===== src/rtl/vend_pkg.sv =====
// rtl/vend_pkg.sv - shared item, price, coin and state definitions for the dispense controller
package vend_pkg;

  localparam logic [3:0] ITEM_SNACK  = 4'b1000;
  localparam logic [3:0] ITEM_COFFEE = 4'b0100;
  localparam logic [3:0] ITEM_DRINK  = 4'b0010;
  localparam logic [3:0] ITEM_CANDY  = 4'b0001;

  localparam logic [2:0] PRICE_LO = 3'd3;
  localparam logic [2:0] PRICE_HI = 3'd4;

  localparam logic [1:0] COIN_NONE = 2'b00;
  localparam logic [1:0] COIN_10   = 2'b01;
  localparam logic [1:0] COIN_20   = 2'b10;

  typedef enum logic [2:0] {
    ST_IDLE,
    ST_MOTOR,
    ST_WAIT_DROP,
    ST_PAY,
    ST_PAY_WAIT,
    ST_DONE,
    ST_FAULT
  } state_t;

  function automatic logic item_valid(input logic [3:0] item);
    return (item == ITEM_SNACK) || (item == ITEM_COFFEE) ||
           (item == ITEM_DRINK) || (item == ITEM_CANDY);
  endfunction

  function automatic logic [2:0] item_price(input logic [3:0] item);
    case (item)
      ITEM_SNACK, ITEM_CANDY:  return PRICE_LO;
      ITEM_COFFEE, ITEM_DRINK: return PRICE_HI;
      default:                 return 3'd0;
    endcase
  endfunction

endpackage


===== src/rtl/vend_timeout_ctr.sv =====
// rtl/vend_timeout_ctr.sv - loadable down-counter; expired is high while the count sits at zero
module vend_timeout_ctr #(
  parameter int WIDTH = 10
) (
  input  logic             clock,
  input  logic             reset,
  input  logic             load,
  input  logic [WIDTH-1:0] load_value,
  output logic             expired
);

  logic [WIDTH-1:0] count;

  always_ff @(posedge clock or posedge reset) begin
    if (reset) begin
      count <= '0;
    end else if (load) begin
      count <= load_value;
    end else if (count != '0) begin
      count <= count - 1'b1;
    end
  end

  assign expired = (count == '0);

endmodule


===== src/rtl/vend_dispense_ctrl.sv =====
// rtl/vend_dispense_ctrl.sv - motor/drop/hopper dispense sequencer; VEND_CTRL_COIN20_EN enables 20-coin payout
module vend_dispense_ctrl
  import vend_pkg::*;
#(
  parameter int MOTOR_CYCLES   = 16,
  parameter int DROP_TIMEOUT   = 1024,
  parameter int HOPPER_TIMEOUT = 256
) (
  input  logic       clock,
  input  logic       reset,
  input  logic       req_valid,
  output logic       req_ready,
  input  logic [3:0] req_item,
  input  logic [2:0] req_credit,
  input  logic       req_refund,
  output logic [3:0] motor,
  input  logic       drop_sense,
  output logic [1:0] hopper_cmd,
  input  logic       hopper_ack,
  output logic       done,
  output logic       jam,
  output logic [2:0] change_out,
  output logic       fault
);

  localparam int TMAX_A = (MOTOR_CYCLES > DROP_TIMEOUT) ? MOTOR_CYCLES : DROP_TIMEOUT;
  localparam int TMAX   = (TMAX_A > HOPPER_TIMEOUT) ? TMAX_A : HOPPER_TIMEOUT;
  localparam int TW     = (TMAX > 2) ? $clog2(TMAX) : 1;

  state_t      state;
  state_t      next_state;
  logic [3:0]  item_q;
  logic [2:0]  credit_q;
  logic [2:0]  remaining;
  logic [2:0]  paid;
  logic        jam_flag;
  logic        go_motor;
  logic        tmr_load;
  logic [TW-1:0] tmr_value;
  logic        tmr_expired;
  logic [1:0]  coin_next;
  logic [2:0]  coin_val;

  // Only a valid, fully paid, non-cancelled request runs the motor; anything else is a refund.
  assign go_motor = !req_refund && item_valid(req_item) &&
                    (req_credit >= item_price(req_item));

`ifdef VEND_CTRL_COIN20_EN
  logic [1:0] coin_q;
  assign coin_next = (remaining >= 3'd2) ? COIN_20 : COIN_10;
  assign coin_val  = (coin_q == COIN_20) ? 3'd2 : 3'd1;
`else
  assign coin_next = COIN_10;
  assign coin_val  = 3'd1;
`endif

  vend_timeout_ctr #(
    .WIDTH(TW)
  ) u_timeout (
    .clock      (clock),
    .reset      (reset),
    .load       (tmr_load),
    .load_value (tmr_value),
    .expired    (tmr_expired)
  );

  always_ff @(posedge clock or posedge reset) begin
    if (reset) begin
      state <= ST_IDLE;
    end else begin
      state <= next_state;
    end
  end

  always_comb begin
    next_state = state;
    tmr_load   = 1'b0;
    tmr_value  = '0;
    hopper_cmd = COIN_NONE;
    case (state)
      ST_IDLE: begin
        if (req_valid) begin
          if (go_motor) begin
            next_state = ST_MOTOR;
            tmr_load   = 1'b1;
            tmr_value  = TW'(MOTOR_CYCLES - 1);
          end else begin
            next_state = ST_PAY;
          end
        end
      end
      ST_MOTOR: begin
        if (tmr_expired) begin
          next_state = ST_WAIT_DROP;
          tmr_load   = 1'b1;
          tmr_value  = TW'(DROP_TIMEOUT - 1);
        end
      end
      ST_WAIT_DROP: begin
        if (drop_sense || tmr_expired) begin
          next_state = ST_PAY;
        end
      end
      ST_PAY: begin
        if (remaining == 3'd0) begin
          next_state = ST_DONE;
        end else begin
          hopper_cmd = coin_next;
          next_state = ST_PAY_WAIT;
          tmr_load   = 1'b1;
          tmr_value  = TW'(HOPPER_TIMEOUT - 1);
        end
      end
      ST_PAY_WAIT: begin
        if (hopper_ack) begin
          next_state = ST_PAY;
        end else if (tmr_expired) begin
          next_state = ST_FAULT;
        end
      end
      ST_DONE:  next_state = ST_IDLE;
      ST_FAULT: next_state = ST_FAULT;
      default:  next_state = ST_IDLE;
    endcase
  end

  always_ff @(posedge clock or posedge reset) begin
    if (reset) begin
      item_q     <= '0;
      credit_q   <= '0;
      remaining  <= '0;
      paid       <= '0;
      jam_flag   <= 1'b0;
      change_out <= '0;
`ifdef VEND_CTRL_COIN20_EN
      coin_q     <= COIN_NONE;
`endif
    end else begin
      case (state)
        ST_IDLE: begin
          if (req_valid) begin
            item_q    <= req_item;
            credit_q  <= req_credit;
            paid      <= '0;
            jam_flag  <= 1'b0;
            remaining <= go_motor ? (req_credit - item_price(req_item)) : req_credit;
          end
        end
        ST_WAIT_DROP: begin
          // A jam refunds the whole credit; a simultaneous drop keeps the sale.
          if (!drop_sense && tmr_expired) begin
            remaining <= credit_q;
            jam_flag  <= 1'b1;
          end
        end
        ST_PAY: begin
          if (remaining == 3'd0) begin
            change_out <= paid;
          end
`ifdef VEND_CTRL_COIN20_EN
          else begin
            coin_q <= coin_next;
          end
`endif
        end
        ST_PAY_WAIT: begin
          if (hopper_ack) begin
            remaining <= remaining - coin_val;
            paid      <= paid + coin_val;
          end
        end
        default: ;
      endcase
    end
  end

  assign req_ready = (state == ST_IDLE);
  assign motor     = (state == ST_MOTOR) ? item_q : 4'b0000;
  assign done      = (state == ST_DONE);
  assign jam       = (state == ST_DONE) && jam_flag;
  assign fault     = (state == ST_FAULT);

endmodule

===== config.mk =====
export PLATFORM = sky130hd
export DESIGN_NAME = vend_dispense_ctrl
export DESIGN_NICKNAME = d
export VERILOG_FILES = /design/src/rtl/vend_pkg.sv /design/src/rtl/vend_timeout_ctr.sv /design/src/rtl/vend_dispense_ctrl.sv
export SDC_FILE = /design/constraint.sdc
export NUM_CORES = 1
export LEC_CHECK = 0
export CAP_MARGIN = 20
export CORE_MARGIN = 3
export CORE_UTILIZATION = 45
export DETAILED_ROUTE_END_ITERATION = 7
export PLACE_DENSITY_LB_ADDON = 0.12
export SLEW_MARGIN = 20
export SYNTH_ARGS = -nofsm -noshare
export SYNTH_HDL_FRONTEND = slang
export SYNTH_SLANG_ARGS = --single-unit

===== constraint.sdc =====
create_clock -name clock -period 3 [get_ports clock]
set_input_delay 0.6 -clock clock [delete_from_list [all_inputs] [get_ports clock]]
set_output_delay 0.6 -clock clock [all_outputs]
set_load 0.03 [all_outputs]

## After elaboration in Yosys (flattened, before gate mapping)

Cells that the tools add are included.

| cells by class | value |
|---|---|
| reduce and logical (&&, ||, !) cells | 26 |
| mux-type cells | 37 |
| $lt $le $gt $ge | 1 |
| add/subtract/negate cells | 4 |
| equality and inequality tests | 16 |

Operators by type and width:

| operator | count |
|---|---|
| $mux W3 | 13 |
| $mux W10 | 3 |
| $pmux W10 S3 | 1 |
| $pmux W3 S6 | 1 |
| $mux W4 | 3 |
| $pmux W3 S2 | 2 |
| $logic_not A10 Y1 | 1 |
| $ne A2 B2 Y1 const B | 5 |
| $reduce_bool A10 Y1 | 1 |
| $sub A10 B1 Y10 const B | 1 |
| $eq A3 B3 Y1 const B | 3 |
| $mux W1 | 9 |
| $pmux W3 S3 | 1 |
| $mux W8 | 1 |
| $reduce_and A4 Y1 | 2 |
| $eq A3 B2 Y1 const B | 2 |
| $logic_not A3 Y1 | 2 |
| $reduce_and A3 Y1 | 2 |
| $reduce_bool A2 Y1 | 3 |
| $eq A4 B1 Y1 const B | 1 |
| $eq A4 B2 Y1 const B | 1 |
| $eq A4 B3 Y1 const B | 1 |
| $eq A4 B4 Y1 const B | 1 |
| $logic_and A1 B1 Y1 | 4 |
| other kinds (14) | 20 |

| storage, ports and cells | value |
|---|---|
| output and inout port bits | 13 |
| logic and storage cells | 92 |
| register bits | 30 |

## Depth between registers and ports, before layout

| logic depth | value |
|---|---|
| word-level depth | 10 |
| gate-level depth with buffers | 10 |

## Cells and area by module

From an unflattened synthesis, not the netlist that was laid out.

| second synthesis, totals | value |
|---|---|
| cell total of the unflattened synthesis | 228 |
| area total of the unflattened synthesis | 2162.1 µm² |

Modules (own cells, without submodules):

| module | cells each | times used | area an instance (µm²) | sequential area each (µm²) |
|---|---|---|---|---|
| vend_dispense_ctrl | 152 | 1 | 1468.9 | 500.5 |
| vend_timeout_ctr | 76 | 1 | 693.2 | 250.2 |

## Worst setup path before layout

OpenSTA, ideal clock, no wires.

| timing path | value |
|---|---|
| path type | input -> register |
| start point | input req_item[1] |
| end point | register remaining[2] |
| data required time | 2.874 ns |
| slack | 0.673 ns |
| stages on the path | 8 |
| data arrival time | 2.202 ns |
| cell sequence | xnor2_1 > or3_1 > ha_1 > a21oi_1 > a211o_1 > buf_2 > mux2i_1 > a221o_1 |

| between the ends | value |
|---|---|
| longest elaborated chain between the ends | 9 |

Ends and longest elaborated chain:

| element | line | RTL |
|---|---|---|
| start, declared | vend_dispense_ctrl.sv:13 | `input logic [3:0] req_item,` |
| $eq A4 B3 Y1, or another cell as far along | vend_pkg.sv:27, vend_pkg.sv:32 |  |
| $reduce_or A2 Y1 or $logic_or A1 B1 Y1 (tied branches) | vend_pkg.sv:32, vend_pkg.sv:27 |  |
| $pmux W3 S2 or $logic_or A1 B1 Y1 (tied branches) | vend_pkg.sv:32, vend_pkg.sv:27 |  |
| $mux W3 or $logic_or A1 B1 Y1 (tied branches) | vend_dispense_ctrl.sv:141, vend_pkg.sv:28 |  |
| $mux W3 or $logic_and A1 B1 Y1 (tied branches) | vend_dispense_ctrl.sv:139, vend_dispense_ctrl.sv:45 |  |
| $sub A3 B3 Y3 or $logic_and A1 B1 Y1 (tied branches) | vend_dispense_ctrl.sv:146, vend_dispense_ctrl.sv:45 |  |
| $mux W3 (*) | vend_dispense_ctrl.sv:146 | `remaining <= go_motor ? (req_credit - item_price(req_item)) : req_credit;` |
| $mux W3 (*) | vend_dispense_ctrl.sv:141 | `if (req_valid) begin` |
| $pmux W3 S3 (*) | vend_dispense_ctrl.sv:139 | `case (state)` |
| end signal, assigned | vend_dispense_ctrl.sv:146 |  |
| end signal, assigned | vend_dispense_ctrl.sv:152 | `remaining <= credit_q;` |
| end signal, assigned | vend_dispense_ctrl.sv:168 | `remaining <= remaining - coin_val;` |
| end, declared | vend_dispense_ctrl.sv:34 | `logic [2:0] remaining;` |

Every way passes the cells marked *; elsewhere a longest branch is shown, timed or not. The select of a mux whose other input is x is not followed.
A chain may end at the register's enable or synchronous reset.

## Worst setup path after layout

| timing path | value |
|---|---|
| start point | register remaining[0] |
| end point | output hopper_cmd[0] |

| between the ends | value |
|---|---|
| longest elaborated chain between the ends | 3 |

Ends and longest elaborated chain:

| element | line | RTL |
|---|---|---|
| $logic_not A3 Y1 | vend_dispense_ctrl.sv:105 | `if (remaining == 3'd0) begin` |
| $mux W1 | vend_dispense_ctrl.sv:105 |  |
| $mux W1 | vend_dispense_ctrl.sv:80 | `case (state)` |
| end, declared | vend_dispense_ctrl.sv:18 | `output logic [1:0] hopper_cmd,` |

Every way passes these cells.

==> results <==
- The worst setup slack after layout is 0.121 ns.
- The number of global-route vias before repair is 1529.
- The latest clock arrival within the worst-skew pair is 0.28 ns.
- The number of sinks handled by clock tree synthesis is 30.
- The first-pass iteration count of the detailed router is 4.
- Across the run, the number of max-cap violations was 0.
- The synthesized net count is 221.
- Dividing the final minimum period by the clock period gives 96.0%.
- Setup repair after global routing left no endpoint under its margin.
- The worst hold path was traced through 2 stages.
- In the synthesized netlist the dominant register cell turns out to be sky130_fd_sc_hd__dfrtp_1.
- The number of nets in the final layout is 250.
- The critical hold path startpoint is item_q[2].
- The count of synthesis-stage warnings from yosys is 0.
- After detailed routing, the wire length on met1 is 1.90 mm.
- The worst-case vdd ir drop is 0.295 mV.
- The cell count after synthesis is 200.
- The HPWL after detailed placement is 3.16 mm.
- The repair_antennas step left the layout with diodes totalling 0.
- Across every metal layer, demand over resource in global routing totals 17.6%.
- The run finished with clean final reports.
- Traced cell by cell, the critical path runs through inv_1, ha_1, a2111oi_2, clkdlybuf4s50_1.
- In the final routed layout, each cell accounts on average for 14.8 um.
- The clock tree root driver cell is sky130_fd_sc_hd__clkbuf_8.
- Pin placement for this block handled 26 I/O pins.
- The share of synthesized area occupied by flip-flops and latches is 39.8%.
- The worst setup slack for register-to-register paths is 0.84 ns.
- The congestion estimate from routability-driven global placement came to 0.808.
- The remaining max-slew budget at the tightest pin is 54.7%.
- The data arrival time of the critical path is 2.28 ns.
- The average cell area after synthesis is 9.42 um2.
- The H-tree was split into 2 levels.
- The smallest clock period supported by the final layout is computed as 2.88 ns.
- The kind of critical path is register to output port.
- The number of enable flip-flop cells after synthesis is 0.
- The number of DRC markers in iteration 0 is 83.
- The standard cell area after detailed placement is 2200 um2.
- Gates resized during post-CTS repair numbered 0.
- The largest fanout of any net on the critical path is 4.
- The met3 layer wire length in the routed design is 203 um.
- The worst setup slack before clock tree synthesis is 0.00253 ns.
- The total negative setup slack is 0 ns.
- The family with the most delay on the worst path is buffers and inverters.
- The endpoint with the worst hold slack is item_q[2].
- The starting density of the core is 48.9%.
- Counting buffers and inverters, the worst setup path is 4 cells deep.
- Dividing total power by cell area gives a power density of 378 nW/um2.
- The setup clock skew after layout is 0.00614 ns.
- Dividing the detail-routed via count by the number of cells gives 5.50.
- The number of endpoints with negative hold slack in the final report is 0.
- The proportion of register bits with asynchronous set or reset after synthesis is 100%.
- The number of hold buffers added after cts is 0.
- Among all stages on the critical path, the largest delay is contributed by sky130_fd_sc_hd__clkdlybuf4s50_1.
- At the end of the flow the core is filled with cells to 59.9%.
- The total buffers and inverters traversed by the critical path is 2.
- The detail route stage leaves a number of antenna-violating nets equal to 0.
- The first-pass GRT wire length is 7.11 mm.
- The largest net degree at the start of global routing is 31.
- The area growth from synthesis to layout is 22.4%.
- The post-route cell area is 2310 um2.
- The clock buffer count from CTS is 5.
- The count of filler cells inserted in the layout is 334.
- The worst hold path belongs to the class register to register.
- The worst setup path is captured at an output port.
- The area of the die is 5000 um2.
- The number of antenna violations at the first check in global routing came to 0.
- The number of buffers between clock root and the deepest sink is 2.
- The depth of the worst register-to-register path is 5.
- The total DRC errors in the routed layout is 0.
- For the pin with the worst max-slew slack, the measured transition is 0.679 ns.
- Setup violations remaining at the end of the flow were counted as 0.
- The clock-pin transition on the worst setup and hold timing paths is 0.07 ns.
- The maximum single-stage delay on the critical path is 0.77 ns.
- The number of standard-cell rows in the floorplan is 22.
- The overall die width is 70.7 um.
- The clock tree from TritonCTS is yes.
- The sum of met2 wire segment lengths after detailed routing is 1.99 mm.
- The reported leakage power is 0.00108 uW.
- In this run the cell area of the synthesized design comes to 1880 um2.
- In this run the critical register-to-register path is captured at remaining[2].
- Of the cells placed in the final design, the portion with a size suffix greater than 1 is 13.9%.
- The total overflow left after global routing is 0.
- The max-slew violation count was 0.
- From bottom edge to top edge, the die measures 70.7 um.
- The number of setup buffers added after CTS is 0.
- Wires add up to 4.11 mm.
- The detailed router placed 1528 vias in this run.
- The core region is 3850 um2.
- In this run the tool buffered the top-level ports with 24 buffer cells.
- The startpoint of the worst-slack reg-to-reg timing path is state[2].
- Timing would allow up to 0.347 GHz.
- The number of register bits inferred by synthesis is 30.
- The highest layer touched by signal routing is met4.
- The element type at the critical path start is a register.
- The count of unique library cells instantiated by Yosys is 52.
- The data required time of the critical path is 2.40 ns.
==> worst max-delay path by stage <==
stage	from	endpoint	slack, ns
2_1_floorplan	req_item[1]	remaining[2]	0.67
3_3_place_gp	req_item[2]	remaining[1]	0.09
3_5_place_dp	req_item[2]	u_timeout.count[5]	0.003
4_1_cts	remaining[0]	hopper_cmd[0]	0.10
5_1_grt	remaining[0]	hopper_cmd[0]	0.02
6_report	remaining[0]	hopper_cmd[0]	0.12
==> worst min-delay path, stage by stage (launching register included) <==
cell and delay [ns]:
sky130_fd_sc_hd__dfrtp_1 0.33, sky130_fd_sc_hd__nand2_1 0.05, sky130_fd_sc_hd__nand2_1 0.06
==> synth_stat cells (3+ instances only) <==
library cell,n,area (um2)
sky130_fd_sc_hd__nand2_1,33,124
sky130_fd_sc_hd__dfrtp_1,30,751
sky130_fd_sc_hd__nor2_1,14,52.6
sky130_fd_sc_hd__inv_1,12,45.0
sky130_fd_sc_hd__o21ai_0,9,45.0
sky130_fd_sc_hd__and3_1,7,43.8
sky130_fd_sc_hd__ha_1,7,87.6
sky130_fd_sc_hd__xor2_1,7,61.3
sky130_fd_sc_hd__clkbuf_1,5,18.8
sky130_fd_sc_hd__mux2_2,5,56.3
sky130_fd_sc_hd__xnor2_1,5,43.8
sky130_fd_sc_hd__buf_2,4,20.0
sky130_fd_sc_hd__mux2i_1,4,40.0
sky130_fd_sc_hd__or3_1,3,18.8
==> registers in the layout, summed over array words and instances (netlist names) <==
| signal | count |
|---|---|
| change_out | 3 |
| u_timeout.count | 10 |
| jam_flag | 1 |
| credit_q | 3 |
| state | 3 |
| remaining | 3 |
| item_q | 4 |
| paid | 3 |
==> layout make-up <==
class                           count  area, um2  share of cell area (%)
Multi-Input combinational cell    148       1040                    45.2
Inverter                           12       45.0                    1.95
Tap cell                           48       60.1                    2.60
Clock inverter                      3       40.0                    1.74
Clock buffer                        5       68.8                    2.98
Timing Repair Buffer               32        300                    13.0
Sequential cell                    30        751                    32.5
==> through the flow <==
step | hold WS [ns] | total power, uW | std cells
3_3_place_gp | 0.458 | 483 | 270
3_5_place_dp | 0.458 | 487 | 270
2_1_floorplan | 0.437 | 449 | 200
6_report | 0.476 | 873 | 278
4_1_cts | 0.478 | 885 | 278
5_1_grt | 0.502 | 916 | 278
==> power breakdown <==
| part | switching (uW) | leakage (uW) | internal [uW] |
|---|---|---|---|
| registers | 0.141 | 0.000376 | 405 |
| logic | 36.5 | 0.000645 | 36.7 |
| clock network | 150 | 0.0000579 | 244 |
| total | 187 | 0.00108 | 686 |
==> cells in the final DEF (no fill, tap or decap), types with 3 or more instances in the layout <==
master                            netlist  layout
sky130_fd_sc_hd__mux2i_1                4       4
sky130_fd_sc_hd__xor2_1                 7       7
sky130_fd_sc_hd__nor2_1                14      14
sky130_fd_sc_hd__dfrtp_1               30      30
sky130_fd_sc_hd__buf_4                  1       8
sky130_fd_sc_hd__nand2_1               33      33
sky130_fd_sc_hd__clkbuf_8               0       5
sky130_fd_sc_hd__xnor2_1                5       5
sky130_fd_sc_hd__ha_1                   7       7
sky130_fd_sc_hd__o21ai_0                9       9
sky130_fd_sc_hd__mux2_2                 5       5
sky130_fd_sc_hd__and3_1                 7       7
sky130_fd_sc_hd__or3_1                  3       3
sky130_fd_sc_hd__clkdlybuf4s50_1        0      24
sky130_fd_sc_hd__inv_1                 12      12
==> per-layer routing <==
| metal | GRT usage [%] | vias up |
|---|---|---|
| met5 | 0 | - |
| met4 | 3.34 | 0 |
| met3 | 4.97 | 4 |
| met2 | 28.0 | 37 |
| met1 | 24.3 | 737 |
| li1 | - | 750 |
==> cell families (layout without fill, tap and decap cells) <==
group | after synthesis | count (layout) | synth area share [%]
buf+inv | 22 | 52 | 4.85
flops | 30 | 30 | 39.8
fa+ha+maj | 8 | 8 | 5.71
mux | 10 | 10 | 5.71
xor+xnor | 12 | 12 | 5.58
other cells | 1 | 1 | 0.199
simple gates | 80 | 80 | 23.1
compound gates | 37 | 37 | 15.0
Note: power is estimated with default switching activity, not from simulation.
